File: config.mk
export PLATFORM = sky130hd
export DESIGN_NAME = lane_polarity_decoder
export DESIGN_NICKNAME = d
export VERILOG_FILES = /design/src/rtl/lane_bus_pkg.sv /design/src/rtl/lane_toggle_counter.sv /design/src/rtl/lane_polarity_decoder.sv
export SDC_FILE = /design/constraint.sdc
export NUM_CORES = 1
export LEC_CHECK = 0
export BUFFER_PORTS_ARGS = -buffer_cell sky130_fd_sc_hd__buf_2
export CAP_MARGIN = 25
export CELL_PAD_IN_SITES_DETAIL_PLACEMENT = 1
export CELL_PAD_IN_SITES_GLOBAL_PLACEMENT = 2
export CORE_MARGIN = 2
export CORE_UTILIZATION = 25
export CTS_BUF_LIST = sky130_fd_sc_hd__clkbuf_4
export DETAILED_ROUTE_END_ITERATION = 10
export GPL_ROUTABILITY_DRIVEN = 1
export PLACE_DENSITY_LB_ADDON = 0.3
export SLEW_MARGIN = 5
export SYNTH_ARGS = -nofsm -noshare
export SYNTH_HDL_FRONTEND = slang
export SYNTH_HIERARCHICAL = 1
export SYNTH_SLANG_ARGS = --single-unit
File: constraint.sdc
create_clock -name clk -period 1.6 [get_ports clk]
set_input_delay 0.08 -clock clk [delete_from_list [all_inputs] [get_ports clk]]
set_output_delay 0.08 -clock clk [all_outputs]
set_load 0.02 [all_outputs]
File: src/rtl/lane_bus_pkg.sv
// lane_bus_pkg: shared lane count, default inversion mask and read FSM states for the lane bus
package lane_bus_pkg;
    localparam int LANES = 8;
    localparam logic [LANES-1:0] DEFAULT_INV_MASK = 8'hE1;
    typedef enum logic [1:0] {IDLE, LATCH, RESP} rd_state_t;
endpackage

File: src/rtl/lane_toggle_counter.sv
// lane_toggle_counter: saturating per-lane toggle counter with synchronous clear
module lane_toggle_counter #(
    parameter int CNT_W = 8
) (
    input  logic             clk,
    input  logic             rst_n,
    input  logic             clr,
    input  logic             inc,
    output logic [CNT_W-1:0] cnt
);
    always_ff @(posedge clk or negedge rst_n) begin
        if (!rst_n)
            cnt <= '0;
        else if (clr)
            cnt <= '0;
        else if (inc && cnt != '1)
            cnt <= cnt + 1'b1;
    end
endmodule

File: src/rtl/lane_polarity_decoder.sv
// lane_polarity_decoder: restores inverted lanes, counts per-lane toggles, serves counter reads
module lane_polarity_decoder
    import lane_bus_pkg::*;
#(
    parameter int               WIDTH    = LANES,
    parameter logic [WIDTH-1:0] INV_MASK = WIDTH'(DEFAULT_INV_MASK),
    parameter int               CNT_W    = 8,
    localparam int              IDX_W    = $clog2(WIDTH)
) (
    input  logic             clk,
    input  logic             rst_n,
    input  logic             in_valid,
    input  logic [WIDTH-1:0] din,
    output logic             out_valid,
    output logic [WIDTH-1:0] dout,
    input  logic             clr,
    input  logic             rd_req,
    input  logic [IDX_W-1:0] rd_idx,
    output logic             rd_ack,
    output logic [CNT_W-1:0] rd_data,
    output logic             busy
);
    logic [WIDTH-1:0] last;
    logic             hist;
    logic [WIDTH-1:0] inc;
    logic [CNT_W-1:0] cnt [WIDTH];
    logic [CNT_W-1:0] rd_tbl [2**IDX_W];
    logic [IDX_W-1:0] idx;
    rd_state_t        state;

    assign inc = {WIDTH{in_valid && hist}} & (din ^ last);

    for (genvar i = 0; i < WIDTH; i++) begin : g_lane
        lane_toggle_counter #(.CNT_W(CNT_W)) u_cnt (
            .clk  (clk),
            .rst_n(rst_n),
            .clr  (clr),
            .inc  (inc[i]),
            .cnt  (cnt[i])
        );
    end

    // Out-of-range lane indices read back as zero
    for (genvar i = 0; i < 2**IDX_W; i++) begin : g_tbl
        if (i < WIDTH) begin : g_real
            assign rd_tbl[i] = cnt[i];
        end else begin : g_zero
            assign rd_tbl[i] = '0;
        end
    end

    always_ff @(posedge clk or negedge rst_n) begin
        if (!rst_n) begin
            out_valid <= 1'b0;
            dout      <= '0;
            last      <= '0;
            hist      <= 1'b0;
        end else begin
            out_valid <= in_valid;
            if (in_valid) begin
                dout <= din ^ INV_MASK;
                last <= din;
                hist <= 1'b1;
            end else if (clr) begin
                hist <= 1'b0;
            end
        end
    end

    // LATCH samples the counters before this edge's increment or clear lands
    always_ff @(posedge clk or negedge rst_n) begin
        if (!rst_n) begin
            state   <= IDLE;
            idx     <= '0;
            busy    <= 1'b0;
            rd_ack  <= 1'b0;
            rd_data <= '0;
        end else begin
            case (state)
                IDLE: if (rd_req) begin
                    idx   <= rd_idx;
                    busy  <= 1'b1;
                    state <= LATCH;
                end
                LATCH: begin
                    rd_data <= rd_tbl[idx];
                    rd_ack  <= 1'b1;
                    state   <= RESP;
                end
                RESP: begin
                    rd_ack <= 1'b0;
                    busy   <= 1'b0;
                    state  <= IDLE;
                end
                default: state <= IDLE;
            endcase
        end
    end
endmodule

==> out/metrics.cfg <==
[setup_path]
r2r-end = g_lane[7].u_cnt/cnt[7]$_DFFE_PN0P_
startpoint = last[7]$_DFFE_PN0P_
timing.rr.start = last[7]$_DFFE_PN0P_
cp_max_fo = 5
path_depth = 6
crit_path_end = g_lane[7].u_cnt/cnt[7]$_DFFE_PN0P_
endpoint_kind = flip-flop
critPathKind = reg2reg
critPathBufInv = 1
cp_slowest_cell = dfrtp_1
critPathRequiredTime_ns = 1.99
critPathMaxStageDelay_ns = 0.43
crit_arrival_ns = 1.94
ff2ff_path_depth = 6
cp_cell_sequence = xnor2_2, nor2_4, buf_6, nand3_4, or3_4, a211oi_2
rrSetupSlack_ns = 0.04
cpLargestDelayFamily = simple AND/OR/NAND/NOR gates
crit_path_start_kind = flip-flop

[yosys]
synth_top_area_share = 0.4162
syn_area_um2 = 5592
post-synth-top-count-cell = dfrtp_1
syn_inst = 567
ys.flop_type = dfrtp_1
async_reset_ff_frac = 1.000
synthesis.nets = 597
synth_seq_cells = 93
synth_top_area_cell = dfrtp_1
synthTopCellsByArea = dfrtp_1 42%, mux2i_1 6.8%, nor2b_1 4.4%
yosysUniqueCellTypes = 41
ys_seq_area_frac = 0.4162
avgSynthCellArea_um2 = 9.862
yosys-top-cells-count = 93 x dfrtp_1, 39 x nor2b_1, 38 x mux2i_1, 32 x nor3_1, 26 x nand2b_1
yosys_warnings = 6
synth_edf_count = 0

[cells_and_area]
drive_gt1_frac = 0.3195
area_delta_synth_final_pct = 28.89
nNetsFinal = 701
fin_area_um2 = 7207

[outcome]
status = finished, final reports clean

[timing]
period_share = 0.9724
clock_skew_ns = 0.02308
holdWs_ns = 0.1053
slew_headroom = 0.6745
setup_tns_ns = 0
setup_viol_count_final = 0
report.final.slew_viol_count = 0
fmax_mhz = 642.7
max_slew.worst_pin.slew_ns = 0.4882
fin_crit_ns = 1.556
hold_viol = 0
rsz0062_at_grt = true

[global_route]
grt_usage = 0.1433
grt_max_degree = 90
antenna_found_initial = 1
grt-ovfl-total = 0
grt_pass1_vias = 5209
grt_pass1_wl_um = 27430

[clocking]
htree_levels = 3
insertion_delay_ns = 0.48
path_clk_slew_ns = 0.15
tritoncts = done
cts_sinks = 93
clockBufferDepth = 2
clock-root-buffer = clkbuf_4
cts_buffers = 9

[floorplan]
start_util = 0.2554
dieWidth_um = 153.6
fp.dieArea_um2 = 23580
core_um2 = 21890
die_h_um = 153.6
io_pins = 35
row_count = 54

[placement]
placed_cell_area_um2 = 6507
hpwl_um = 11940
port_buffers = 34
gp_congestion = 0.7633

[job]
cap_violations = 0

[detailed_routing]
first_pass_iters = 4
drt_iter0_markers = 213
wl_per_cell_um = 17.61
avgViaCountPerCell = 5.019
drtAntennaViolNets = 0
via_count = 4803
drcViolationCount = 0
wl_um = 16850

[power]
powerDensity_nw_per_um2 = 921.3
power_uw = 6640
peakVddDrop_mv = 0.3902
power.leakage_uw = 0.003087

[hold_path]
hold_class = in2async

-- cells in the final DEF (no fill, tap or decap), types with 9 or more instances in the layout --
cell,n
nor2b_1,39
mux2_2,18
o21ai_0,9
a21oi_1,20
buf_4,66
buf_2,33
inv_1,24
dlygate4sd3_1,14
nor3_1,32
nand3_2,12
nand3_1,16
ha_1,14
nand2b_1,25
clkbuf_4,10
nor2_1,16
nand2_1,20
mux2i_1,38
dfrtp_1,92
-- cells by family after synthesis --
family                   synth area share
buffers and inverters             0.04722
AND/OR/NAND/NOR                    0.2446
XOR/XNOR                          0.01253
flip-flops                         0.4162
adder cells (fa/ha/maj)           0.03133
multiplexers                       0.1224
AO/OA/AOI/OAI                      0.1258
-- stage by stage --
stage | util | instances | setup WS [ns]
finish | 0.3292 | 957 | 0.04410
global route | 0.3292 | 957 | -0.02762
CTS | 0.3152 | 952 | -0.01094
detailed placement | 0.2973 | 918 | -0.1266
global placement | 0.2973 | 918 | -0.01064
floorplan | - | 567 | 0.01172
-- registers in the layout (all words and copies together) (netlist names) --
name              cells
g_lane.u_cnt/cnt     64
dout                  8
rd_data               8
last                  4
idx                   3
state                 2
busy                  1
hist                  1
out_valid             1
rd_ack                1
-- worst register-to-register path, cell delays in order (launching register included) --
cell      delay (ns)
dfrtp_1         0.43
xnor2_2         0.18
nor2_4          0.12
buf_6           0.12
nand3_4         0.07
or3_4           0.33
a211oi_2        0.22
-- cell type report --
cell class	count	area [um^2]
fill	2517	14680
multi-input combinational	420	3348
sequential	93	2328
timing repair buffer	123	957.2
tap	280	350.3
inverter	24	90.09
clock buffer	10	75.07
clock inverter	6	55.05
antenna	1	2.502
-- layer usage --
layer,global-route usage,vias up,part of all wire
met3,0.01973,14,0.016
met2,0.2493,37,0.51
met1,0.1844,2471,0.46
li1,-,2281,-
met4,0.04412,0,0.013
met5,0,-,0
-- worst min path at each step --
stage                                                     to  slack [ns]  cells after the start
after floorplan                             busy$_DFFE_PN0P_       -0.22                      0
after global placement                   last[5]$_DFFE_PN0P_        0.07                      1
after detailed placement  g_lane[4].u_cnt/cnt[2]$_DFFE_PN0P_        0.08                      1
after CTS                 g_lane[4].u_cnt/cnt[4]$_DFFE_PN0P_         0.1                      2
after global routing      g_lane[4].u_cnt/cnt[2]$_DFFE_PN0P_        0.11                      2
final                     g_lane[4].u_cnt/cnt[2]$_DFFE_PN0P_        0.11                      2
-- where the power goes --
group / total [uW] / leakage [uW] / switching (uW) / internal (uW)
registers: 2800 / 0.00124 / 212 / 2580
logic: 2500 / 0.00178 / 1380 / 1110
clock network: 1350 / 0.0000712 / 867 / 480
-- repair_timing --
item	4_1_cts	5_1_grt
setup buffers	4	4
hold endpoints to repair	112	0
resized for setup	21	62
endpoints found under the setup margin	21	34
hold buffers	14	0
pin swaps	4	19
Note: power is estimated with default switching activity, not from simulation.
